**config.mk**
```make
export PLATFORM = sky130hd
export DESIGN_NAME = mux8_rr_arbiter_flat
export DESIGN_NICKNAME = d
export VERILOG_FILES = /design/src/rtl/mux8_arb_pkg.sv /design/src/rtl/mux8_rr_arbiter_if.sv /design/src/rtl/rr_priority_pick.sv /design/src/rtl/mux8_rr_arbiter.sv /design/src/flat_wrapper.sv
export SDC_FILE = /design/constraint.sdc
export NUM_CORES = 1
export LEC_CHECK = 0
export CORE_UTILIZATION = 55
export CTS_CLUSTER_DIAMETER = 100
export DETAILED_ROUTE_END_ITERATION = 8
export PLACE_DENSITY = 0.79
export SETUP_SLACK_MARGIN = 0.15
export SYNTH_ARGS = -nofsm -noshare
export SYNTH_HDL_FRONTEND = slang
export SYNTH_SLANG_ARGS = --single-unit
```
**constraint.sdc**
```tcl
create_clock -name clk -period 6.7 [get_ports clk]
set_input_delay 1.34 -clock clk [delete_from_list [all_inputs] [get_ports clk]]
set_output_delay 1.34 -clock clk [all_outputs]
set_load 0.02 [all_outputs]
```
**src/rtl/mux8_arb_pkg.sv**
```systemverilog
// Shared definitions for the 8-way round-robin mux arbiter.
//   NUM_REQ / SEL_W : requester count and mux select width
//   state_e         : arbiter FSM state encoding
//   onehot_to_idx   : converts a one-hot grant vector to its bit index
package mux8_arb_pkg;

    localparam int NUM_REQ = 8;
    localparam int SEL_W   = 3;

    typedef enum logic {
        IDLE  = 1'b0,
        GRANT = 1'b1
    } state_e;

    // Valid for one-hot or all-zero inputs (zero maps to index 0).
    function automatic logic [SEL_W-1:0] onehot_to_idx(input logic [NUM_REQ-1:0] oh);
        logic [SEL_W-1:0] idx;
        idx = '0;
        for (int i = 0; i < NUM_REQ; i++) begin
            if (oh[i]) idx = idx | SEL_W'(i);
        end
        return idx;
    endfunction

endpackage

```
**src/rtl/mux8_rr_arbiter_if.sv**
```systemverilog
// Handshake bundle between the requesters and the mux arbiter.
//   req   : request vector, bit i = requester i wants the mux
//   done  : current owner has finished
//   grant : one-hot grant (zero when idle)
//   sel   : mux select, index of current or last owner
//   busy  : a grant is active
// slave modport is the arbiter side, master modport the requester side.
interface mux8_rr_arbiter_if;
    import mux8_arb_pkg::*;

    logic [NUM_REQ-1:0] req;
    logic               done;
    logic [NUM_REQ-1:0] grant;
    logic [SEL_W-1:0]   sel;
    logic               busy;

    modport slave (
        input  req,
        input  done,
        output grant,
        output sel,
        output busy
    );

    modport master (
        output req,
        output done,
        input  grant,
        input  sel,
        input  busy
    );

endinterface

```
**src/rtl/rr_priority_pick.sv**
```systemverilog
// Combinational round-robin winner selection.
//   req   : request vector
//   ptr   : highest-priority index for this arbitration
//   found : at least one request is present
//   idx   : first set request bit at or above ptr, wrapping 7 -> 0
module rr_priority_pick
    import mux8_arb_pkg::*;
(
    input  logic [NUM_REQ-1:0] req,
    input  logic [SEL_W-1:0]   ptr,
    output logic               found,
    output logic [SEL_W-1:0]   idx
);

    logic [2*NUM_REQ-1:0] req_dbl;
    logic [NUM_REQ-1:0]   req_rot;
    logic [SEL_W-1:0]     off;

    always_comb begin
        // Slicing the doubled vector is a right-rotate by ptr: req_rot[k] = req[(ptr+k) mod 8].
        req_dbl = {req, req};
        req_rot = req_dbl[ptr +: NUM_REQ];
        off     = '0;
        for (int i = NUM_REQ - 1; i >= 0; i--) begin
            if (req_rot[i]) off = SEL_W'(i);
        end
        found = |req;
        // Natural 3-bit wrap gives the mod-8 add back.
        idx   = off + ptr;
    end

endmodule

```
**src/rtl/mux8_rr_arbiter.sv**
```systemverilog
// Round-robin arbiter sharing one 8:1 mux among 8 requesters, with an
// optional burst limit on each ownership.
//   clk   : system clock
//   rst_n : asynchronous active-low reset
//   bus   : slave side of mux8_rr_arbiter_if (req/done in, grant/sel/busy out)
// Parameters:
//   MAX_BURST : max consecutive grant cycles per ownership, 0 = unlimited
//   CNT_W     : burst counter width, 2**CNT_W >= MAX_BURST
//
// state | meaning
// IDLE  | no owner; arbitrate on any request, grant lands next edge
// GRANT | one owner holds the mux until done, req drop or burst expiry
module mux8_rr_arbiter
    import mux8_arb_pkg::*;
#(
    parameter int MAX_BURST = 4,
    parameter int CNT_W     = 3
) (
    input  logic             clk,
    input  logic             rst_n,
    mux8_rr_arbiter_if.slave bus
);

    localparam bit               BURST_ON   = (MAX_BURST != 0);
    localparam logic [CNT_W-1:0] BURST_LAST = BURST_ON ? CNT_W'(MAX_BURST - 1) : '1;

    state_e             state_q, state_d;
    logic [SEL_W-1:0]   ptr_q, ptr_d;
    logic [CNT_W-1:0]   cnt_q, cnt_d;
    logic [NUM_REQ-1:0] grant_q, grant_d;
    logic [SEL_W-1:0]   sel_q, sel_d;
    logic               busy_q, busy_d;

    logic               pick_found;
    logic [SEL_W-1:0]   pick_idx;
    logic [SEL_W-1:0]   owner;
    logic               burst_last;
    logic               release_own;

    rr_priority_pick u_pick (
        .req   (bus.req),
        .ptr   (ptr_q),
        .found (pick_found),
        .idx   (pick_idx)
    );

    always_comb begin
        owner       = onehot_to_idx(grant_q);
        burst_last  = BURST_ON && (cnt_q == BURST_LAST);
        // Any combination of release causes collapses into one release.
        release_own = bus.done || !bus.req[owner] || burst_last;

        state_d = state_q;
        ptr_d   = ptr_q;
        cnt_d   = cnt_q;
        grant_d = grant_q;
        sel_d   = sel_q;
        busy_d  = busy_q;

        unique case (state_q)
            IDLE: begin
                if (pick_found) begin
                    state_d = GRANT;
                    grant_d = NUM_REQ'(1) << pick_idx;
                    sel_d   = pick_idx;
                    busy_d  = 1'b1;
                    cnt_d   = '0;
                end
            end
            GRANT: begin
                if (release_own) begin
                    state_d = IDLE;
                    grant_d = '0;
                    busy_d  = 1'b0;
                    ptr_d   = owner + 1'b1;
                    // sel deliberately holds the last owner so the mux output stays put.
                end else if (cnt_q != BURST_LAST) begin
                    cnt_d = cnt_q + 1'b1;
                end
            end
            default: begin
                state_d = IDLE;
                grant_d = '0;
                busy_d  = 1'b0;
            end
        endcase
    end

    always_ff @(posedge clk or negedge rst_n) begin
        if (!rst_n) begin
            state_q <= IDLE;
            ptr_q   <= '0;
            cnt_q   <= '0;
            grant_q <= '0;
            sel_q   <= '0;
            busy_q  <= 1'b0;
        end else begin
            state_q <= state_d;
            ptr_q   <= ptr_d;
            cnt_q   <= cnt_d;
            grant_q <= grant_d;
            sel_q   <= sel_d;
            busy_q  <= busy_d;
        end
    end

    assign bus.grant = grant_q;
    assign bus.sel   = sel_q;
    assign bus.busy  = busy_q;

endmodule

```
**src/flat_wrapper.sv**
```systemverilog
// flat-port wrapper written by rule: the top's interface ports become plain ports
module mux8_rr_arbiter_flat import mux8_arb_pkg::*;
#(
    parameter int MAX_BURST = 4,
    parameter int CNT_W     = 3
)
  (clk, rst_n, bus_req, bus_done, bus_grant, bus_sel, bus_busy);
  mux8_rr_arbiter_if bus_i ();
  input  logic clk;
  input  logic rst_n;
  input wire logic [$bits(bus_i.req)-1:0] bus_req;
  input wire logic [$bits(bus_i.done)-1:0] bus_done;
  output wire logic [$bits(bus_i.grant)-1:0] bus_grant;
  output wire logic [$bits(bus_i.sel)-1:0] bus_sel;
  output wire logic [$bits(bus_i.busy)-1:0] bus_busy;
  assign bus_i.req = bus_req;
  assign bus_i.done = bus_done;
  assign bus_grant = bus_i.grant;
  assign bus_sel = bus_i.sel;
  assign bus_busy = bus_i.busy;
  mux8_rr_arbiter #(.MAX_BURST(MAX_BURST), .CNT_W(CNT_W)) u_core (.clk(clk), .rst_n(rst_n), .bus(bus_i));
endmodule
```
==> impl_metrics.ini <==
[power_and_ir_drop]
p_sw_w = 0.000470
power.density_mw_per_mm2 = 496
vdd_drop_max_mv = 0.301
swShare = 0.492
power_w = 0.000957
power_frac_clock = 0.060
p_int_w = 0.000486
comb_power_share = 0.692
p_seq_frac = 0.248
p_leak_nw = 0.748

[placed_design]
numPortBuffers = 22
placed_cell_area_mm2 = 0.00190
gp_congestion = 0.913
detailed_place_hpwl_um = 2820
pre_cts_ws_ns = 1.89

[critical_path]
crit_fanout = 11
reg2reg_slack_ns = 2.75
cp-start-kind = input port
cp.required_ns = 6.90
critPathKind = input port to flop
crit_path_cell_trace = clkdlybuf4s50_1 > nor2_1 > mux4_2 > nor3_1 > a311oi_1 > a2111o_1 > a21oi_1 > ha_1 > inv_1 > fa_1 > xnor2_1 > xnor2_1 > a32o_1
worstPathArrival_ns = 4.68
cpPeakStageDelay_ns = 0.75
crit_path_top_delay_cell = clkdlybuf4s50_1
critPathMostFrequentCell = xnor2_1
end_kind = flop

[sta]
hold_viol_final = 0
tightest_slew_ns = 1.07
finalSetupViolations = 0
setup_slack_ns = 2.22
report.final.slew_viol_count = 0
relSlewSlack = 0.286
fmax_ghz = 0.223
finalCritPeriodShare = 0.668
rsz0062_at_grt = no
setup_tns_ns = 0
finClkSkew_ns = 0.00427
fin_crit_ns = 4.48

[clock_network]
cts_setup_buffers = 0
tritoncts = done
ctsHtreeMaxLevel = 1
cts-root-buf = clkbuf_4
ctsResizeCount = 0
cts_made_buffers = 3
cts_buffer_depth = 2
clk_pin_slew_ns = 0.11
clock_latency_ns = 0.30
cts_hold_buf = 0
clkSinkCount = 19

[hold_path]
hold_path.class = flop to flop

[status]
status = complete, no violations

[global_route]
grt_max_degree = 32
grt.overflow.total = 0
antenna_found_initial = 0
use_met3 = 0.0484
met1_usage = 0.328
busiest_layer = met2
grt_pass1_wl_um = 6510
grt_usage = 0.250
grt_use_met2 = 0.417
grt_pass1_vias = 1408

[synth]
avgSynthCellArea_um2 = 10.0
synth_common_cells = dfrtp_1 (19), nor3_1 (19), nand2_1 (12)
synth.distinct_cells = 45
synth-seq-cells = 19
ys_warn_count = 0
yosys.area.top_type = dfrtp_1
syn_nets = 192
synth_cells = 176
synth_area_mm2 = 0.00176
synth_enable_flop_cells = 0
synthTopCellsByArea = dfrtp_1 (27%), nor3_1 (5.4%), mux2i_1 (5.1%), a32o_1 (4.5%), nor3b_2 (4.3%)
yosysSeqAreaShare = 0.270
ys_async_sr_fraction = 1.00
synth_top_area_share = 0.270
ys.flop_type = dfrtp_1

[route]
wl_um = 3850
antenna_left = 0
first_iter_violations = 157
viasPerCell = 6.35
wl_per_cell_um = 17.0
drc = 0
vias = 1442
first_pass_iters = 4

[die]
core_area_mm2 = 0.00305
initial_core_util = 0.577
pin_count = 23
dieArea_mm2 = 0.00343
fp.dieW_um = 58.6
chipHeight_um = 58.6
fp-row-count = 20

[cells_and_area]
area_delta_synth_final_pct = 9.59
fin_nets = 200
fin_area_mm2 = 0.00193
drive_above_1_share = 0.197
diodes = 0

[flow_run]
drv_cap = 0
[layout make-up]
class | instances | area, um^2
flip-flops and latches | 19 | 475
clock inverters | 1 | 5.00
fillers | 270 | 1120
multi-input cells | 132 | 1130
repair buffers | 22 | 220
clock buffers | 3 | 22.5
inverters | 6 | 22.5
well taps | 44 | 55.1
[layer usage]
| metal | vias to the layer above | wire length, um |
|---|---|---|
| met3 | 6 | 216 |
| met2 | 48 | 1920 |
| met4 | 0 | 66 |
| met5 | - | 0 |
| met1 | 704 | 1650 |
| li1 | 684 | - |
[worst max-delay path: cells and delay by family]
kind                       cells  cell delay [ns]
xor gates and xnor gates       2             0.51
muxes                          1             0.49
and+or+nand+nor                2             0.22
adders and majority gates      2             0.54
AOI/OAI and AO/OA              4             0.78
buffers and inverters          2             0.80
[cell usage in the layout, fill, tap and decap left out, types with 2 or more instances in the layout]
master,count
inv_1,6
ha_1,4
a211oi_1,2
nor2_1,9
mux4_1,2
dfrtp_1,19
mux2i_1,9
mux2_1,3
nor4_2,3
mux4_2,3
or4_1,2
nand2_1,12
or4_4,2
xnor2_1,3
nor3b_2,6
nor3_1,19
mux2_2,5
clkdlybuf4s50_1,22
a21oi_1,3
clkbuf_4,3
nor3b_1,2
nand2b_1,2
nor3_2,3
nand3_2,3
a32o_1,8
o21ai_0,3
o21ai_2,3
nor4_1,6
[sequential cells by signal (all words and copies together), names as in the netlist]
register and flops:
u_core.state_q 1, u_core.cnt_q 3, u_core.bus.sel 3, u_core.bus.busy 1, u_core.bus.grant 8, u_core.ptr_q 3
[per-stage QoR]
step,instances,hold slack (ns),utilization
finish,227,0.499,0.632
global route,227,0.525,0.632
CTS,227,0.504,0.632
detailed placement,223,0.472,0.623
global placement,223,0.462,0.623
floorplan,176,0.475,-
[path summary, 6_finish.rpt]
path,endpoint,cells after the start,start
hold / removal,u_core.bus.sel[0],2,u_core.bus.sel[0]
setup reg to reg,u_core.bus.grant[4],12,u_core.ptr_q[1]
hold reg to reg,u_core.bus.sel[0],2,u_core.bus.sel[0]
max in group asynchronous,u_core.cnt_q[1],1,rst_n
min in group asynchronous,u_core.ptr_q[0],1,rst_n
setup / recovery,u_core.bus.grant[4],13,bus_req[4]
[logic make-up (layout without fill, tap and decap cells)]
group,count (synthesis),in the layout,synth area share
compound gates,29,29,0.141
xor+xnor,4,4,0.0242
fa+ha+maj,5,5,0.0398
buf+inv,25,32,0.0888
flops,19,19,0.270
mux,22,22,0.171
simple gates,72,72,0.265
[power by group through the flow]
stage / Sequential [W] / Clock [W] / Combinational, W
6_report: 0.000237 / 0.0000578 / 0.000662
3_5_place_dp: 0.000238 / 0 / 0.000657
2_1_floorplan: 0.000205 / 0 / 0.000564
3_3_place_gp: 0.000235 / 0 / 0.000633
4_1_cts: 0.000237 / 0.0000614 / 0.000662
5_1_grt: 0.000248 / 0.0000653 / 0.000729
(Power assumes the default switching activity.)
